==> config.mk <==
export PLATFORM = sky130hd
export DESIGN_NAME = key_scan
export DESIGN_NICKNAME = d
export VERILOG_FILES = /design/src/rtl/key_scan.sv
export SDC_FILE = /design/constraint.sdc
export NUM_CORES = 1
export LEC_CHECK = 0
export CAP_MARGIN = 20
export CORE_ASPECT_RATIO = 1.75
export CORE_MARGIN = 1.5
export CORE_UTILIZATION = 40
export DETAILED_ROUTE_END_ITERATION = 16
export HOLD_SLACK_MARGIN = 0.08
export PLACE_DENSITY = 0.65
export SLEW_MARGIN = 20
export SYNTH_ARGS = -nofsm -noshare
export SYNTH_HDL_FRONTEND = slang
export SYNTH_SLANG_ARGS = --single-unit
export TNS_END_PERCENT = 1
==> constraint.sdc <==
create_clock -name clk -period 2.81 [get_ports clk]
set_input_delay 0.562 -clock clk [delete_from_list [all_inputs] [get_ports clk]]
set_output_delay 0.562 -clock clk [all_outputs]
set_load 0.005 [all_outputs]
==> src/rtl/key_scan.sv <==
// 4x4 matrix keypad scanner: walks a low row, synchronises and debounces the columns,
// and pulses a 4-bit key code for one cycle. Define KEY_REPEAT_EN to auto-repeat held keys.
module key_scan #(
    parameter int SCAN_DIV      = 50000,
    parameter int DEB_TICKS     = 20,
    parameter int REPEAT_DELAY  = 500,
    parameter int REPEAT_PERIOD = 100
) (
    input  logic       clk,
    input  logic       rst_n,
    input  logic [3:0] col_in,
    output logic [3:0] row_out,
    output logic [3:0] key_val_out,
    output logic       key_valid
);

    localparam int TW = (SCAN_DIV > 1) ? $clog2(SCAN_DIV) : 1;
    localparam int DW = (DEB_TICKS > 1) ? $clog2(DEB_TICKS) : 1;
    localparam logic [TW-1:0] TICK_LAST = TW'(SCAN_DIV - 1);
    localparam logic [DW-1:0] DEB_LAST  = DW'(DEB_TICKS - 1);
    localparam logic [3:0] KEY_MAP [0:15] = '{
        4'h1, 4'h2, 4'h3, 4'hA,
        4'h4, 4'h5, 4'h6, 4'hB,
        4'h7, 4'h8, 4'h9, 4'hC,
        4'hE, 4'h0, 4'hF, 4'hD
    };

    if (SCAN_DIV < 4 || DEB_TICKS < 2 || REPEAT_DELAY < 1 || REPEAT_PERIOD < 1) begin : g_bad_params
        $error("key_scan: parameter out of range");
    end

    typedef enum logic [1:0] {
        SCAN,
        DEBOUNCE,
        HOLD
    } state_t;

    state_t        state, state_nxt;
    logic [3:0]    col_meta, col;
    logic [TW-1:0] tick_cnt;
    logic          tick;
    logic [3:0]    row_nxt, row_rot;
    logic [3:0]    latched, latched_nxt;
    logic [DW-1:0] deb_cnt, deb_nxt;
    logic [DW-1:0] rel_cnt, rel_nxt;
    logic          emit;
    logic [3:0]    key_code;

`ifdef KEY_REPEAT_EN
    localparam int REP_MAX = (REPEAT_DELAY > REPEAT_PERIOD) ? REPEAT_DELAY : REPEAT_PERIOD;
    localparam int HW = (REP_MAX > 1) ? $clog2(REP_MAX) : 1;
    localparam logic [HW-1:0] DELAY_LAST  = HW'(REPEAT_DELAY - 1);
    localparam logic [HW-1:0] PERIOD_LAST = HW'(REPEAT_PERIOD - 1);

    logic [HW-1:0] hold_cnt, hold_nxt;
    logic          rep_phase, rep_nxt;
`endif

    // Lowest-index closed column wins when several are low on the held row.
    function automatic logic [3:0] encode(input logic [3:0] row, input logic [3:0] cols);
        logic [1:0] r;
        logic [1:0] c;
        r = 2'd0;
        c = 2'd0;
        for (int i = 3; i >= 0; i--) begin
            if (!row[i])  r = 2'(i);
            if (!cols[i]) c = 2'(i);
        end
        return KEY_MAP[{r, c}];
    endfunction

    always_ff @(posedge clk or negedge rst_n) begin
        if (!rst_n) begin
            col_meta <= 4'hF;
            col      <= 4'hF;
        end else begin
            col_meta <= col_in;
            col      <= col_meta;
        end
    end

    always_ff @(posedge clk or negedge rst_n) begin
        if (!rst_n) begin
            tick_cnt <= '0;
        end else if (tick) begin
            tick_cnt <= '0;
        end else begin
            tick_cnt <= tick_cnt + 1'b1;
        end
    end

    assign tick     = (tick_cnt == TICK_LAST);
    assign row_rot  = {row_out[2:0], row_out[3]};
    assign key_code = encode(row_out, latched);

    // Counters stop at their last value because every terminal count changes state.
    always_comb begin
        state_nxt   = state;
        row_nxt     = row_out;
        latched_nxt = latched;
        deb_nxt     = deb_cnt;
        rel_nxt     = rel_cnt;
        emit        = 1'b0;
`ifdef KEY_REPEAT_EN
        hold_nxt    = hold_cnt;
        rep_nxt     = rep_phase;
`endif
        if (tick) begin
            case (state)
                SCAN: begin
                    if (col == 4'hF) begin
                        row_nxt = row_rot;
                    end else begin
                        latched_nxt = col;
                        deb_nxt     = DW'(1);
                        state_nxt   = DEBOUNCE;
                    end
                end
                DEBOUNCE: begin
                    if (col == latched) begin
                        if (deb_cnt == DEB_LAST) begin
                            emit      = 1'b1;
                            deb_nxt   = '0;
                            rel_nxt   = '0;
                            state_nxt = HOLD;
                        end else begin
                            deb_nxt = deb_cnt + 1'b1;
                        end
                    end else begin
                        row_nxt   = row_rot;
                        deb_nxt   = '0;
                        state_nxt = SCAN;
                    end
                end
                HOLD: begin
                    if (col == 4'hF) begin
                        if (rel_cnt == DEB_LAST) begin
                            row_nxt   = row_rot;
                            rel_nxt   = '0;
                            deb_nxt   = '0;
                            state_nxt = SCAN;
                        end else begin
                            rel_nxt = rel_cnt + 1'b1;
                        end
                    end else begin
                        rel_nxt = '0;
                    end
`ifdef KEY_REPEAT_EN
                    // First repeat after REPEAT_DELAY steady ticks, then every REPEAT_PERIOD.
                    if (col == latched) begin
                        if (!rep_phase && hold_cnt == DELAY_LAST) begin
                            emit     = 1'b1;
                            hold_nxt = '0;
                            rep_nxt  = 1'b1;
                        end else if (rep_phase && hold_cnt == PERIOD_LAST) begin
                            emit     = 1'b1;
                            hold_nxt = '0;
                        end else begin
                            hold_nxt = hold_cnt + 1'b1;
                        end
                    end else begin
                        hold_nxt = '0;
                        rep_nxt  = 1'b0;
                    end
`endif
                end
                default: begin
                    state_nxt = SCAN;
                    row_nxt   = 4'b1110;
                    deb_nxt   = '0;
                    rel_nxt   = '0;
                end
            endcase
        end
    end

    always_ff @(posedge clk or negedge rst_n) begin
        if (!rst_n) begin
            state       <= SCAN;
            row_out     <= 4'b1110;
            latched     <= 4'hF;
            deb_cnt     <= '0;
            rel_cnt     <= '0;
            key_valid   <= 1'b0;
            key_val_out <= 4'hF;
        end else begin
            state       <= state_nxt;
            row_out     <= row_nxt;
            latched     <= latched_nxt;
            deb_cnt     <= deb_nxt;
            rel_cnt     <= rel_nxt;
            key_valid   <= emit;
            key_val_out <= emit ? key_code : 4'hF;
        end
    end

`ifdef KEY_REPEAT_EN
    always_ff @(posedge clk or negedge rst_n) begin
        if (!rst_n) begin
            hold_cnt  <= '0;
            rep_phase <= 1'b0;
        end else begin
            hold_cnt  <= hold_nxt;
            rep_phase <= rep_nxt;
        end
    end
`endif

endmodule
* Yosys cells after proc, flatten, opt, wreduce, memory -nomap -nowiden
Memories as Yosys holds them, arrays and structs flattened. Index checks and enable logic that the tools add are counted.
Cells by class: multiplexer cells 38, multipliers 0, bitwise operators 3, divide/modulo/power cells 0, magnitude comparators 1, shifts and indexed selects 0, reductions and logical operators 6, $add $sub $neg 3, equality and inequality tests 15
Operators by type and width (number):
- 5-bit 2-to-1 mux | 9
- 5-bit one-hot mux with 3 select lines | 2
- 4-bit 2-to-1 mux | 7
- 2-bit 2-to-1 mux | 13
- 16-bit by 1-bit adder with 16-bit output, second input constant | 1
- 16-bit == test, second input constant | 1
- 16-bit 2-to-1 mux | 1
- 2-bit inequality test, second input constant | 7
- 4-bit one-hot mux with 3 select lines | 1
- 5-bit by 1-bit adder with 5-bit output, second input constant | 2
- 5-bit == test, second input constant | 2
- 5-bit AND reduction | 2
- 4-bit AND reduction | 2
- 2-bit one-hot mux with 3 select lines | 1
- 5-bit greater-or-equal comparator, second input constant | 1
- 4-bit NOT with 5-bit output | 1
- 4-bit == test | 1
- 4-bit == test, second input constant | 1
- 1-bit 2-to-1 mux | 4
- 3-bit inequality test, second input constant | 1
- 3-bit AND reduction | 1
- 2-bit by 1-bit == test with 1-bit output, second input constant | 1
- 2-bit == test, second input constant | 1
- 2-bit logical NOT | 1
- 1-bit NOT | 2
Storage, ports and cells: output and inout port bits 9, memories 1, memory bits (writable) 0, bits in read-only memories 64, flip-flop bits (word level) 49, bits of input ports 6, word-level logic and storage cells 77, latch bits 0
Memories:
- (no name shown) | depth 16, bits a word 4, read ports 1, clocked after Yosys merged registers in 0, write ports 0, line 69 | return KEY_MAP[{r, c}];

* Logic depth before layout (Yosys ltp)
Gate-level depths: netlist (run 1).
depth after elaboration 9, mapped depth 8, mapped depth without buffers 8

* Worst setup path after synthesis (run 1)
Ideal clock, no wire load.
kind register -> register, from register tick_cnt[0], to register latched[0], path slack 1.054 ns, data arrival time 1.674 ns, cell stages (with the launch flop) 7, setup time 0.082 ns, clock period less this slack 1.756 ns, buffers on the path 0, data required time 2.728 ns, cell sequence dfrtp_1 -> ha_1 -> and3_1 -> and4_4 -> o211ai_4 -> nor3_4 -> mux2_2
Between the ends: cells in the longest elaborated chain, start to end 2
RTL lines:
- from (decl) | line 40 | logic [TW-1:0] tick_cnt;
- from (signal assigned) | line 88 | tick_cnt <= tick_cnt + 1'b1;
- 16-bit == test | line 92 | assign tick = (tick_cnt == TICK_LAST);
- 3-bit AND reduction (no line)
- to (signal assigned) | line 189 | latched <= latched_nxt;
- to (decl) | line 43 | logic [3:0] latched, latched_nxt;
No other way between the ends. A chain may end at the register's enable or synchronous reset.

* Final worst setup path (run 1)
from register tick_cnt[0], to register key_val_out[2]
Between the ends: cells in the longest elaborated chain, start to end 3
RTL lines:
- 16-bit == test | line 92
- 1-bit 2-to-1 mux | line 108 | if (tick) begin
- named net emit | line 46 | logic emit;
- 4-bit 2-to-1 mux | line 193 | key_val_out <= emit ? key_code : 4'hF;
- to (signal assigned) | line 193
- to (decl) | line 13 | output logic [3:0] key_val_out,
The timed path passes the listed nets, and every way through them passes these cells.

==> results of run 1 <==
==> area by class of cell <==
class / instances / area share
flip-flops and latches: 49 / 0.441
inverters: 5 / 0.00663
repair buffers: 15 / 0.0513
clock buffers: 7 / 0.0420
multi-input cells: 156 / 0.422
clock inverters: 1 / 0.00177
well taps: 78 / 0.0345
==> kinds of logic (layout without fill, tap and decap cells) <==
group / after synthesis / after routing / share of synthesized area
XOR/XNOR: 17 / 17 / 0.0628
adder cells (fa/ha/maj): 8 / 8 / 0.0402
AND/OR/NAND/NOR: 77 / 77 / 0.195
buffers and inverters: 9 / 28 / 0.0176
multiplexers: 12 / 12 / 0.0518
AO/OA/AOI/OAI: 42 / 42 / 0.131
flip-flops: 49 / 49 / 0.502
==> metal layers <==
| layer | share of wire | routed length (um) |
|---|---|---|
| met1 | 0.38 | 1690 |
| met2 | 0.58 | 2560 |
| met3 | 0.019 | 85 |
| met4 | 0.025 | 110 |
| met5 | 0 | 0 |
==> registers in the layout (all words and copies together), names as in the netlist <==
signal / cells
col_meta: 4
tick_cnt: 16
rel_cnt: 5
row_out: 4
col: 4
deb_cnt: 5
key_val_out: 4
latched: 4
state: 2
key_valid: 1
==> cells in the final DEF, fill, tap and decap left out, types with 5 or more instances in the layout <==
cell type,n
a21oi_1,9
and3_1,5
clkbuf_8,5
clkdlybuf4s50_1,13
dfrtp_1,30
dfstp_2,19
ha_1,8
inv_1,5
mux2_2,7
mux2i_1,5
nand2_1,16
nand2b_1,10
nand3_1,10
nor2_1,10
nor3_1,5
o21ai_0,13
xnor2_1,5
xor2_1,11
==> worst max-delay path by stage <==
stage	slack, ps	startpoint	endpoint	cells past startpoint
detailed placement	690	tick_cnt[0]$_DFF_PN0_	key_val_out[2]$_DFF_PN1_	5
finish	730	tick_cnt[0]$_DFF_PN0_	key_val_out[2]$_DFF_PN1_	5
global placement	750	tick_cnt[0]$_DFF_PN0_	key_val_out[2]$_DFF_PN1_	5
floorplan	1050	tick_cnt[0]$_DFF_PN0_	latched[0]$_DFFE_PN1P_	6
global route	450	tick_cnt[0]$_DFF_PN0_	key_val_out[2]$_DFF_PN1_	5
CTS	700	tick_cnt[0]$_DFF_PN0_	key_val_out[2]$_DFF_PN1_	5
==> power breakdown <==
| part | leakage (nW) | switching, mW | internal [mW] |
|---|---|---|---|
| registers | 0.603 | 0.00335 | 0.716 |
| logic | 0.519 | 0.0183 | 0.00937 |
| clock network | 0.0645 | 0.238 | 0.282 |
==> synthesized netlist by cell type (all sizes together), types with 5 or more instances <==
cell type	instances
o31ai	5
nor3	7
xnor2	6
mux2i	5
o21ai	13
a21oi	9
dfstp	19
nor2	10
and3	5
mux2	7
nand3	10
nand2b	10
nand2	16
dfrtp	30
inv	5
xor2	11
ha	8
==> worst reg2reg max path, stage by stage, from the launching register on <==
cell and delay, ps:
dfrtp_1 390, ha_1 230, and3_1 230, nand4_1 410, nor4_4 540, o311ai_0 200
==> flow_summary.json, run 1 <==
{
  "fp.dieH_um": 107,
  "grt_usage": 0.154,
  "path_max_fanout": 12,
  "nets": 246,
  "area_delta_synth_final_pct": 13.7,
  "dpl_cell_area_mm2": 0.00271,
  "rows": 37,
  "syn-num-nets": 228,
  "final_area_mm2": 0.00283,
  "end_kind": "flop",
  "syn_avg_cell_area_um2": 11.6,
  "syn_inst": 214,
  "diodes": 0,
  "start_kind": "flop",
  "busiest_layer": "met2",
  "worstPathCellList": "ha_1 -> and3_1 -> nand4_1 -> nor4_4 -> o311ai_0",
  "io_buffers": 14,
  "powerDensity_mw_per_mm2": 448,
  "hold_class": "input port to async pin",
  "die_x_um": 62.6,
  "io_pins": 15,
  "synth_top_area_share": 0.302,
  "ant_nets": 0,
  "hold_violations": 0,
  "avgRoutedWirePerCell_um": 14.3,
  "synth_area_leader_cell": "dfrtp_1",
  "synth_cell_types": 47,
  "r2r_slack_ps": 730,
  "synth.area.top_cells": "dfrtp_1, dfstp_2, ha_1",
  "criticalPathCategory": "flop to flop",
  "grt_max_degree": 45,
  "antenna_found_initial": 0,
  "ir_drop_v": 0.000276,
  "place_ws_ps": 688,
  "clockBufferDepth": 2,
  "vias_per_cell": 5.27,
  "grt_pass1_vias": 1775,
  "clk_pin_slew_worst_paths_ps": 90,
  "final_util": 0.478,
  "dieArea_mm2": 0.00673,
  "period_share": 0.741,
  "cts_hold_buf": 0,
  "tns_ps": 0,
  "gp_congestion": 0.822,
  "slew_violations": 0,
  "finalSetupViolCount": 0,
  "cts_tree": "yes",
  "use_met3": 0.0314,
  "placeableCoreArea_mm2": 0.00593,
  "cts-buffers-inserted": 5,
  "clock_latency_ps": 310,
  "critPathBufInv": 0,
  "cts_sinks": 49,
  "cp_slowest_stage_delay_ps": 540,
  "place_inst": 303,
  "ys_seq_area_frac": 0.502,
  "required_ps": 3030,
  "leakage_nw": 1.19,
  "overflow": 0,
  "hpwl_um": 3260,
  "finalNonFillerCells": 311,
  "relSlewSlack": 0.628,
  "grt_pass1_wl_um": 8040,
  "root_buffer": "clkbuf_8",
  "ys_async_sr_fraction": 1.00,
  "drcViolationCount": 0,
  "initial_core_util": 0.420,
  "fin_crit_ps": 2080,
  "max_freq_mhz": 480,
  "yosys_most_used_dff": "dfrtp_1",
  "rsz0062_at_grt": "no",
  "drt_iter0_drc": 66,
  "status": "finished clean",
  "first_pass_iters": 4,
  "ys_warn_count": 0,
  "cap_violations": 0,
  "reg2reg_from": "tick_cnt[0]$_DFF_PN0_",
  "post_cts_buffers": 0,
  "vias": 1640,
  "whs_ps": 233,
  "crit_arrival_ps": 2300,
  "worst_r2r_path_depth": 5,
  "multi_input_area_mm2": 0.00120,
  "setup_slack_ps": 728,
  "synth_enable_flop_cells": 0,
  "synth.ff_latch_count": 49,
  "met1_usage": 0.155,
  "cp_top_family": "simple AND/OR/NAND/NOR gates",
  "power.total_mw": 1.27,
  "fill_cells": 581,
  "cpMaxStageDelayCell": "nor4_4",
  "grt_use_met2": 0.293,
  "syn_area_mm2": 0.00249,
  "worstMarginPinSlew_ps": 557,
  "cts-htree-levels": 2,
  "cts_resized": 0,
  "skew_ps": 11.2,
  "regArea_mm2": 0.00125,
  "wl_um": 4450,
  "crit-reg2reg-capture": "key_val_out[2]$_DFF_PN1_",
  "drive_gt1_frac": 0.219
}
No activity file was read; power rests on OpenSTA's default activity.
==> run 2, diff against run 1 <==
- PLACE_DENSITY: 0.65 -> 0.68
- clock period: 2.81 -> 1.7 ns (I/O delays scaled with it)
==> flow_summary.json, run 2 (synthesized netlist as in run 1, its figures left out) <==
{
  "max_flop_register": "tick_cnt",
  "dpl_cell_area_mm2": 0.00300,
  "drive_gt1_frac": 0.394,
  "rsz0062_at_grt": "yes",
  "crit_arrival_ps": 2020,
  "fp.dieH_um": 107,
  "final_util": 0.560,
  "drcViolationCount": 0,
  "required_ps": 1940,
  "initial_core_util": 0.420,
  "wl_um": 5440,
  "grt_pass1_vias": 1909,
  "end_kind": "flop",
  "grt_usage": 0.165,
  "power.total_mw": 2.10,
  "gp_congestion": 0.838,
  "clockBufferDepth": 2,
  "hold_class": "flop to flop",
  "skew_ps": 9.59,
  "largest_reg_flops": 16,
  "leakage_nw": 1.46,
  "setup_slack_ps": -77.1,
  "io_buffers": 14,
  "layout_common_cells": "buf_4, dfrtp_1, dfstp_2",
  "grt_pass1_wl_um": 8630,
  "vias": 1902,
  "first_pass_iters": 4,
  "antenna_found_initial": 0,
  "rows": 37,
  "hp-start": "col_meta[1]$_DFF_PN1_",
  "cts_tree": "yes",
  "root_buffer": "clkbuf_8",
  "setup.worst_path.start": "tick_cnt[11]$_DFF_PN0_",
  "avgRoutedWirePerCell_um": 15.1,
  "period_share": 1.05,
  "hold_violations": 0,
  "hpwl_um": 3810,
  "relSlewSlack": 0.670,
  "reg2reg_from": "tick_cnt[11]$_DFF_PN0_",
  "dieArea_mm2": 0.00673,
  "diodes": 0,
  "slew_violations": 0,
  "fin_crit_ps": 1780,
  "final_common_cell": "buf_4",
  "status": "finished with violations",
  "ir_drop_v": 0.000413,
  "area_delta_synth_final_pct": 33.3,
  "grt_max_degree": 21,
  "overflow": 0,
  "vias_per_cell": 5.28,
  "drt_iter0_drc": 71,
  "powerDensity_mw_per_mm2": 633,
  "final_area_mm2": 0.00332,
  "placeableCoreArea_mm2": 0.00593,
  "cts_sinks": 49,
  "worstMarginPinSlew_ps": 492,
  "nets": 295,
  "ant_nets": 0,
  "clock_latency_ps": 310,
  "io_pins": 15,
  "violations": "negative setup slack",
  "finalSetupViolCount": 16,
  "cts-buffers-inserted": 5,
  "clk_pin_slew_worst_paths_ps": 90,
  "cts-htree-levels": 2,
  "reg.largest.list": "tick_cnt (16), deb_cnt (5), rel_cnt (5)",
  "path_max_fanout": 5,
  "die_x_um": 62.6,
  "max_freq_mhz": 563,
  "cap_violations": 0,
  "start_kind": "flop",
  "criticalPathCategory": "flop to flop"
}
[run 2: metrics by stage]
stage | cells | hold WS, ps | worst slack, ps | TNS (ps)
2_1_floorplan | 214 | 44.4 | -55.8 | -223
3_3_place_gp | 342 | 292 | -63.8 | -261
3_5_place_dp | 342 | 296 | -139 | -849
4_1_cts | 356 | 361 | -112 | -797
5_1_grt | 360 | 367 | -156 | -2370
6_report | 360 | 360 | -77.1 | -836
[run 2: worst max-delay path, cell delays in order (launching register included)]
cell	delay, ps
dfrtp_1	430
nor4b_4	310
and4_4	290
o211ai_4	100
nor3_4	140
buf_6	150
mux2_4	300
[run 2: path summary, 6_finish.rpt]
check                                          to  slack (ps)  depth (start not counted)
min in group asynchronous  row_out[0]$_DFFE_PN0P_         480                          2
min reg2reg                      col[1]$_DFF_PN1_         360                          0
max in group asynchronous  rel_cnt[2]$_DFFE_PN0P_         610                          3
max                        latched[1]$_DFFE_PN1P_         -80                          6
max reg2reg                latched[1]$_DFFE_PN1P_         -80                          6
min                              col[1]$_DFF_PN1_         360                          0
[run 2: cell type report]
type	instances	area, um2
multi-input cells	156	1300
inverters	5	18.8
well taps	78	97.6
flip-flops and latches	49	1250
clock buffers	5	68.8
fillers	561	2610
clock inverters	3	46.3
repair buffers	64	534
[run 2: power by group]
part           internal, mW  switching (mW)  leakage (nW)
Clock                 0.441           0.416        0.0543
Combinational        0.0212          0.0334         0.806
Sequential             1.18         0.00650         0.603
[run 2: per-layer routing]
layer	GRT usage	up-vias	routed length (um)
met3	0.0303	12	103
met4	0.100	0	148
met1	0.161	957	2030
met2	0.315	22	3160
met5	0	-	0
li1	-	911	-
[run 2: what timing repair did]
action,4_1_cts,5_1_grt
endpoints found under the hold margin,6,0
hold buffers,1,0
setup buffers,5,4
gates resized for setup,15,21
pin swaps,4,12
setup endpoints to repair,24,28
